### config.mk
export PLATFORM = sky130hd
export DESIGN_NAME = pp_mul_share_sched
export DESIGN_NICKNAME = d
export VERILOG_FILES = /design/src/rtl/pp_mul_sched_pkg.sv /design/src/rtl/pp_mul_sched_rr_arb.sv /design/src/rtl/pp_mul_share_sched.sv
export SDC_FILE = /design/constraint.sdc
export NUM_CORES = 1
export LEC_CHECK = 0
export CORE_ASPECT_RATIO = 2
export CORE_MARGIN = 2
export CORE_UTILIZATION = 35
export CTS_CLUSTER_SIZE = 30
export DETAILED_ROUTE_END_ITERATION = 10
export GPL_TIMING_DRIVEN = 0
export PLACE_DENSITY_LB_ADDON = 0.2
export SLEW_MARGIN = 20
export SYNTH_ARGS = -nofsm -noshare
export SYNTH_HDL_FRONTEND = slang
export SYNTH_SLANG_ARGS = --single-unit
export TNS_END_PERCENT = 20
### constraint.sdc
create_clock -name clk -period 5.7 [get_ports clk]
set_input_delay 1.71 -clock clk [delete_from_list [all_inputs] [get_ports clk]]
set_output_delay 1.71 -clock clk [all_outputs]
set_load 0.1 [all_outputs]
### src/rtl/pp_mul_sched_pkg.sv
// Shared widths, tag type and stats width for the pp_mul_share_sched scheduler.
package pp_mul_sched_pkg;

    localparam int A_W     = 12;
    localparam int B_W     = 9;
    localparam int P_W     = A_W + B_W;
    localparam int MUL_LAT = 3;
    localparam int ID_W    = 3;
    localparam int STAT_W  = 32;

    typedef struct packed {
        logic            vld;
        logic [ID_W-1:0] id;
    } tag_t;

endpackage

### src/rtl/pp_mul_sched_rr_arb.sv
// Round-robin arbiter: scans upward from rr_ptr with wrap, advances the pointer past each winner.
module pp_mul_sched_rr_arb
    import pp_mul_sched_pkg::*;
#(
    parameter int NUM_REQ = 4
) (
    input  logic               clk,
    input  logic               reset_n,
    input  logic [NUM_REQ-1:0] req,
    input  logic               enable,
    output logic [NUM_REQ-1:0] grant,
    output logic [ID_W-1:0]    grant_id,
    output logic               granted,
    output logic [ID_W-1:0]    rr_ptr
);

    localparam int IW = (NUM_REQ > 1) ? $clog2(NUM_REQ) : 1;

    int          scan;
    logic [IW-1:0] idx;

    // NOTE: combinational blocks use blocking '=' with every output defaulted first, so no latch is inferred.
    always_comb begin
        grant    = '0;
        grant_id = '0;
        granted  = 1'b0;
        scan     = 0;
        idx      = '0;
        for (int k = 0; k < NUM_REQ; k++) begin
            scan = int'(rr_ptr) + k;
            if (scan >= NUM_REQ) scan = scan - NUM_REQ;
            idx = IW'(scan);
            if (enable && !granted && req[idx]) begin
                granted    = 1'b1;
                grant[idx] = 1'b1;
                grant_id   = ID_W'(scan);
            end
        end
    end

    // NOTE: state registers use non-blocking '<=' so every flop samples pre-edge values.
    always_ff @(posedge clk or negedge reset_n) begin
        if (!reset_n) begin
            rr_ptr <= '0;
        end else if (granted) begin
            rr_ptr <= (grant_id == ID_W'(NUM_REQ - 1)) ? '0 : grant_id + ID_W'(1);
        end
    end

endmodule

### src/rtl/pp_mul_share_sched.sv
// Time-shares one pipelined multiplier among NUM_REQ requesters; tag pipeline routes products home.
// Optional stats counters are built when PP_MUL_SCHED_STATS_EN is defined.
module pp_mul_share_sched #(
    parameter int NUM_REQ = 4,
    parameter int A_W     = pp_mul_sched_pkg::A_W,
    parameter int B_W     = pp_mul_sched_pkg::B_W,
    parameter int P_W     = pp_mul_sched_pkg::P_W,
    parameter int MUL_LAT = pp_mul_sched_pkg::MUL_LAT
) (
    input  logic                   clk,
    input  logic                   reset_n,
    input  logic                   sched_en,
    input  logic [NUM_REQ-1:0]     req_valid,
    output logic [NUM_REQ-1:0]     req_ready,
    input  logic [NUM_REQ*A_W-1:0] req_a,
    input  logic [NUM_REQ*B_W-1:0] req_b,
    output logic [NUM_REQ-1:0]     rsp_valid,
    input  logic [NUM_REQ-1:0]     rsp_ready,
    output logic [P_W-1:0]         rsp_p,
    output logic                   mul_ce,
    output logic [A_W-1:0]         mul_din0,
    output logic [B_W-1:0]         mul_din1,
    input  logic [P_W-1:0]         mul_dout,
    output logic                   idle
`ifdef PP_MUL_SCHED_STATS_EN
    ,
    output logic [pp_mul_sched_pkg::STAT_W-1:0] stat_issue_cnt,
    output logic [pp_mul_sched_pkg::STAT_W-1:0] stat_stall_cnt
`endif
);

    import pp_mul_sched_pkg::tag_t;
    import pp_mul_sched_pkg::ID_W;

    tag_t            tags [MUL_LAT];
    tag_t            head;
    logic            head_ready;
    logic            issue;
    logic            any_vld;
    logic [ID_W-1:0] grant_id;
    logic [ID_W-1:0] rr_ptr;
    logic [ID_W-1:0] sel;

    assign head = tags[MUL_LAT-1];

    always_comb begin
        rsp_valid  = '0;
        head_ready = 1'b0;
        for (int i = 0; i < NUM_REQ; i++) begin
            if (head.id == ID_W'(i)) begin
                rsp_valid[i] = head.vld;
                head_ready   = rsp_ready[i];
            end
        end
    end

    // An unaccepted head freezes the whole multiplier so its product is held on dout.
    assign mul_ce = !(head.vld && !head_ready);
    assign rsp_p  = mul_dout;

    pp_mul_sched_rr_arb #(
        .NUM_REQ (NUM_REQ)
    ) u_arb (
        .clk      (clk),
        .reset_n  (reset_n),
        .req      (req_valid),
        .enable   (sched_en && mul_ce),
        .grant    (req_ready),
        .grant_id (grant_id),
        .granted  (issue),
        .rr_ptr   (rr_ptr)
    );

    assign sel = issue ? grant_id : rr_ptr;

    always_comb begin
        mul_din0 = req_a[A_W-1:0];
        mul_din1 = req_b[B_W-1:0];
        for (int i = 0; i < NUM_REQ; i++) begin
            if (sel == ID_W'(i)) begin
                mul_din0 = req_a[i*A_W +: A_W];
                mul_din1 = req_b[i*B_W +: B_W];
            end
        end
    end

    // NOTE: the tag pipeline is a few flops of control state and is reset; the multiplier's data stages are not.
    always_ff @(posedge clk or negedge reset_n) begin
        if (!reset_n) begin
            for (int i = 0; i < MUL_LAT; i++) tags[i] <= '0;
        end else if (mul_ce) begin
            tags[0] <= '{vld: issue, id: grant_id};
            for (int i = 1; i < MUL_LAT; i++) tags[i] <= tags[i-1];
        end
    end

    always_comb begin
        any_vld = 1'b0;
        for (int i = 0; i < MUL_LAT; i++) any_vld = any_vld | tags[i].vld;
    end

    assign idle = !any_vld && !issue;

`ifdef PP_MUL_SCHED_STATS_EN
    always_ff @(posedge clk or negedge reset_n) begin
        if (!reset_n) begin
            stat_issue_cnt <= '0;
            stat_stall_cnt <= '0;
        end else begin
            if (issue && (stat_issue_cnt != '1)) stat_issue_cnt <= stat_issue_cnt + 1'b1;
            if (!mul_ce && (stat_stall_cnt != '1)) stat_stall_cnt <= stat_stall_cnt + 1'b1;
        end
    end
`endif

endmodule

==> results of run 1 <==
## cells by family (layout without fill, tap and decap cells)
group | Yosys count | in the layout | share of synthesized area, %
XOR/XNOR | 1 | 1 | 0.733
buffers and inverters | 43 | 218 | 13.6
flip-flops | 15 | 15 | 16.9
AO/OA/AOI/OAI | 54 | 54 | 26.0
multiplexers | 35 | 35 | 19.1
AND/OR/NAND/NOR | 85 | 85 | 20.8
adder cells (fa/ha/maj) | 5 | 5 | 2.82
## critical path: stages
cell and delay (ps):
buf_8 100, mux4_2 510, nand2b_4 170, a2111o_1 460, o31a_1 170, o211ai_4 200
buf_6 190, nand2_2 60, o221ai_2 220, buf_8 240
## per-stage QoR
step	util [%]	hold slack, ps
3_3_place_gp	61.3	462
6_report	73.8	476
3_5_place_dp	61.3	471
4_1_cts	71.2	482
5_1_grt	73.8	502
2_1_floorplan	-	442
## layout make-up
type / instances / share of cell area [%]
plain buffers: 37 / 7.29
clock buffers: 4 / 1.72
inverters: 6 / 0.492
multi-input cells: 180 / 39.0
flip-flops and latches: 15 / 8.19
well taps: 86 / 2.35
repair buffers: 171 / 41.0
## registers in the layout, summed over array words and instances (netlist names)
signal        count
head              4
tags              8
u_arb.rr_ptr      3
## Yosys cell counts (2+ instances only)
library cell,instances
and2_1,2
mux2_2,9
a21oi_1,5
a22oi_1,2
nand2_2,19
a21o_1,4
nor2_1,8
o21ai_0,2
buf_4,21
mux2i_1,21
o21ai_1,2
mux4_2,5
o221ai_2,21
a222oi_1,5
nor3_1,2
o22ai_1,2
nor4_1,3
nand2_1,33
inv_1,6
buf_2,8
nor3b_1,4
nand2b_1,2
ha_1,5
buf_6,7
dfrtp_1,15
and3b_1,4
## per-layer routing
metal	global-route usage [%]	wire, um	vias up
li1	-	-	1225
met1	25.1	2760	1219
met2	40.4	4690	109
met3	3.43	478	19
met4	7.26	237	0
met5	0	0	-
## what timing repair did
| action | 4_1_cts | 5_1_grt |
|---|---|---|
| gates cloned | 4 | 0 |
| setup endpoints to repair | 27 | 26 |
| pin swaps | 27 | 10 |
| gates resized for setup | 255 | 45 |
| setup buffers | 18 | 3 |
## how the worst max path moves through the flow
stage / start / end / slack [ps]
after floorplan: req_valid[2] / mul_din0[0] / -270
after global routing: rsp_ready[0] / mul_din0[9] / -150
after CTS: req_valid[3] / mul_din0[9] / -20
after global placement: req_valid[3] / mul_din0[5] / -1610
final: req_valid[2] / mul_din0[9] / -60
after detailed placement: req_valid[3] / mul_din0[5] / -1630
==> metrics.txt, run 1 <==
Worst Reg2Reg Path Length in Cells 13; Worst Setup Path Type in -> out; first-pass GRT wire length 12100 um; clock tree buffer depth 2; final instance area 0.00458 mm2; Netlist Area Pre-Place 0.00222 mm2; Hold Path Sink tags[8]; vias in the first global route 2579; initial antenna violation count 0; Final Net Count 535; Synth area leaders dfrtp_1, o221ai_2, mux2i_1; Post-synth EDFFs 0; synthesized area per cell 9.33 um2; relative slew slack 34.7%; fmax 174 MHz; Synth Instances 238; Residual DRC 0; CTS H-tree lvls 1; area of the multi-input gates 0.00179 mm2; outcome complete, but fails checks; cell taking the most area after synthesis dfrtp_1; via count 2572; sequential area share after synthesis 16.9%; wire per inst 16.4 um; Die Y 117 um; worst min path class reg -> reg; filler-free cell count of the finished design 499; Setup TNS -152 ps; final worst setup slack -58.0 ps; pin count of the biggest net entering global routing 16; commonest non-fill, non-tap cell in the layout clkdlybuf4s50_1; number of hold violations in the final report 0; critical path capture point type output port; Min-Delay Path Depth 1; commonest cells after routing, fill and taps aside clkdlybuf4s50_1, buf_4, nand2_1; reg2reg end u_arb.rr_ptr[1]; register-to-register setup slack 2430 ps; Cell variety after synth 47; register bit total from synthesis 15; sequential standard cell area 375 um2; Pre-antenna DRT Iters 5; io pins 168; DP Area 0.00380 mm2; number of max-cap violations 0; CTS Hold Bufs 0; area share of the largest cell type after synthesis 16.9%; Clk pin slew, worst setup/hold paths 40 ps; DRT Wirelength 8160 um; Root Driver clkbuf_16; PortBufs 146; yosys warns 0; ys flop type dfrtp_1; grt ovf 0; post-synthesis async set-or-reset flop share 100%; critical path fanouts, max 8; post-route ant nets 0; Inst Count DP 470; total die area 0.00704 mm2; Period minus WS final 5760 ps; failing checks negative setup slack; final setup violation count 11; share of cells above drive strength 1 42.1%; DP HPWL 6110 um; max-slew violations 0; drt initial violations 142; Post-Place Worst Slack -1630 ps; Min-Delay Startpoint tags[8]; crit path DAT 4050 ps; CTS Sinks 15; RSZ-0062 raised after global routing true; Num CTS Buffers 3; Antenna Diode Count 0; CTS tree built; Final Skew 0.978 ps; vias per cell 5.15; synth-to-layout area growth 106%; FILL cells 433; syn nets 359; crit start category primary input; Die Wd 60.3 um; gpl congestion 0.813; period utilization 101%; core area 0.00621 mm2; Req. time, crit path 3990 ps; worst-skew pair later-pin latency 240 ps; worst slew pin tran 976 ps; global-route usage over all layers 22.1%; r2r startpoint u_arb.rr_ptr[0]; Std-Cell Rows 41; Initial Util 35.8%
Power of run 1 is left out: the tool's default activity adds up to more than one toggle a clock period on the data nets, which glitch-free logic cannot reach.
==> run 2, diff against run 1 <==
--- a/config.mk
+++ b/config.mk
@@ -14,2 +14,3 @@
 export PLACE_DENSITY_LB_ADDON = 0.2
+export RECOVER_POWER = 25
 export SLEW_MARGIN = 20
==> constraint.sdc (replaced) <==
create_clock -name clk -period 5.7 [get_ports clk]
set_input_delay 0.855 -clock clk [delete_from_list [all_inputs] [get_ports clk]]
set_output_delay 0.855 -clock clk [all_outputs]
set_load 0.1 [all_outputs]
==> metrics.txt, run 2 (same netlist as run 1, synthesis figures left out) <==
Final Skew 3.24 ps (+2.26 ps); PortBufs 146 (unchanged); wire per inst 15.0 um (-8.0%); CTS Sinks 15 (unchanged); critical path capture point type output port; Root Driver clkbuf_16; via count 2395 (-6.9%); Hold Path Sink tags[8]; fmax 192 MHz (+10%); outcome completed; DP HPWL 5910 um (-3.2%); Std-Cell Rows 41 (unchanged); register name with the most flops tags; Die Wd 60.3 um (unchanged); global-route usage over all layers 19.0% (-3.1 points); period utilization 91.6% (-9.4 points); Clk pin slew, worst setup/hold paths 50 ps (about the same); CTS tree built; Initial Util 35.8% (unchanged); post-cts resize count 0 (-100%); synth-to-layout area growth 76.5%; commonest cells after routing, fill and taps aside clkdlybuf4s50_1, nand2_1; CTS Hold Bufs 0 (unchanged); core area 0.00621 mm2 (unchanged); clock tree buffer depth 2 (unchanged); Residual DRC 0 (unchanged); CTS H-tree lvls 1 (unchanged); Die Y 117 um (unchanged); Worst Reg2Reg Path Length in Cells 11 (-2); Antenna Diode Count 0 (unchanged); worst-skew pair later-pin latency 250 ps (about the same); vias in the first global route 2355 (-8.7%); relative slew slack 32.3% (-2.4 points); commonest non-fill, non-tap cell in the layout clkdlybuf4s50_1; DRT Wirelength 7130 um (-13%); Period minus WS final 5220 ps (-538 ps); register-to-register setup slack 2610 ps (+180 ps); Min-Delay Path Depth 1 (unchanged); area of the multi-input gates 0.00154 mm2 (-14%); sequential standard cell area 375 um2 (unchanged); post-route ant nets 0 (unchanged); Setup TNS 0 ps (+152 ps); first-pass GRT wire length 10600 um (-13%); worst slew pin tran 1010 ps (+38.1 ps); FILL cells 552 (+27%); r2r startpoint u_arb.rr_ptr[0]; RSZ-0062 raised after global routing false; reg2reg end u_arb.rr_ptr[1]; final setup violation count 0 (-11); Req. time, crit path 4850 ps (+860 ps); max-slew violations 0 (unchanged); worst min path class reg -> reg; number of max-cap violations 0 (unchanged); Final Net Count 510 (-4.7%); max reg flops 8 (unchanged); vias per cell 5.05 (-2.0%); final worst setup slack 480 ps (+538 ps); Pre-antenna DRT Iters 4 (-1); pin count of the biggest net entering global routing 16 (unchanged); initial antenna violation count 0 (unchanged); gpl congestion 0.810 (-0.41%); crit start category primary input; total die area 0.00704 mm2 (unchanged); Post-Place Worst Slack 138 ps (+1770 ps); Worst Setup Path Type in -> out; critical path fanouts, max 10 (+2); drt initial violations 114 (-20%); grt ovf 0 (unchanged); io pins 168 (unchanged); Num CTS Buffers 3 (unchanged); Post-CTS Setup Bufs 0 (-18); number of hold violations in the final report 0 (unchanged); share of cells above drive strength 1 26.3% (-16 points); crit path DAT 4370 ps (+320 ps); Min-Delay Startpoint tags[8]
[run 2: stage by stage]
stage                     util (%)  hold WS (ps)  instance area (um2)  cells
final                         63.1           479                 3920    474
after global routing          63.1           509                 3920    474
after CTS                     62.3           490                 3870    474
after global placement        61.1           461                 3790    470
after floorplan                  -           442                 2220    238
after detailed placement      61.1           480                 3790    470
[run 2: worst max path at each step]
stage	cells after the start	slack, ps	start	to
CTS	10	80	req_valid[3]	mul_din1[0]
finish	10	480	req_valid[3]	mul_din0[1]
global placement	10	190	req_valid[3]	mul_din0[6]
floorplan	5	30	req_valid[3]	idle
global route	10	270	req_valid[3]	mul_din0[9]
detailed placement	10	140	req_valid[3]	mul_din0[6]
[run 2: layout make-up]
cell class / count / share of cell area, %
Multi-Input combinational cell: 180 / 39.3
Timing Repair Buffer: 146 / 38.6
Sequential cell: 15 / 9.58
Buffer: 37 / 7.15
Tap cell: 86 / 2.75
Clock buffer: 3 / 1.92
Inverter: 6 / 0.575
Clock inverter: 1 / 0.128
[run 2: critical path, stage by stage]
cell	delay, ps
clkdlybuf4s50_1	550
mux4_2	550
buf_6	160
nor4_1	430
nor2_1	240
nor2_1	180
o211ai_2	140
buf_2	260
o221ai_2	210
dlymetal6s2s_1	780
[run 2: layer usage]
metal  track usage, %  vias to the layer above  wire length, um
met1             21.9                     1118             2490
met2             35.4                       98             4050
li1                 -                     1169                -
met3             2.88                       10              479
met5                0                        -                0
met4             4.44                        0              111
Power of run 2 is left out for the same reason.
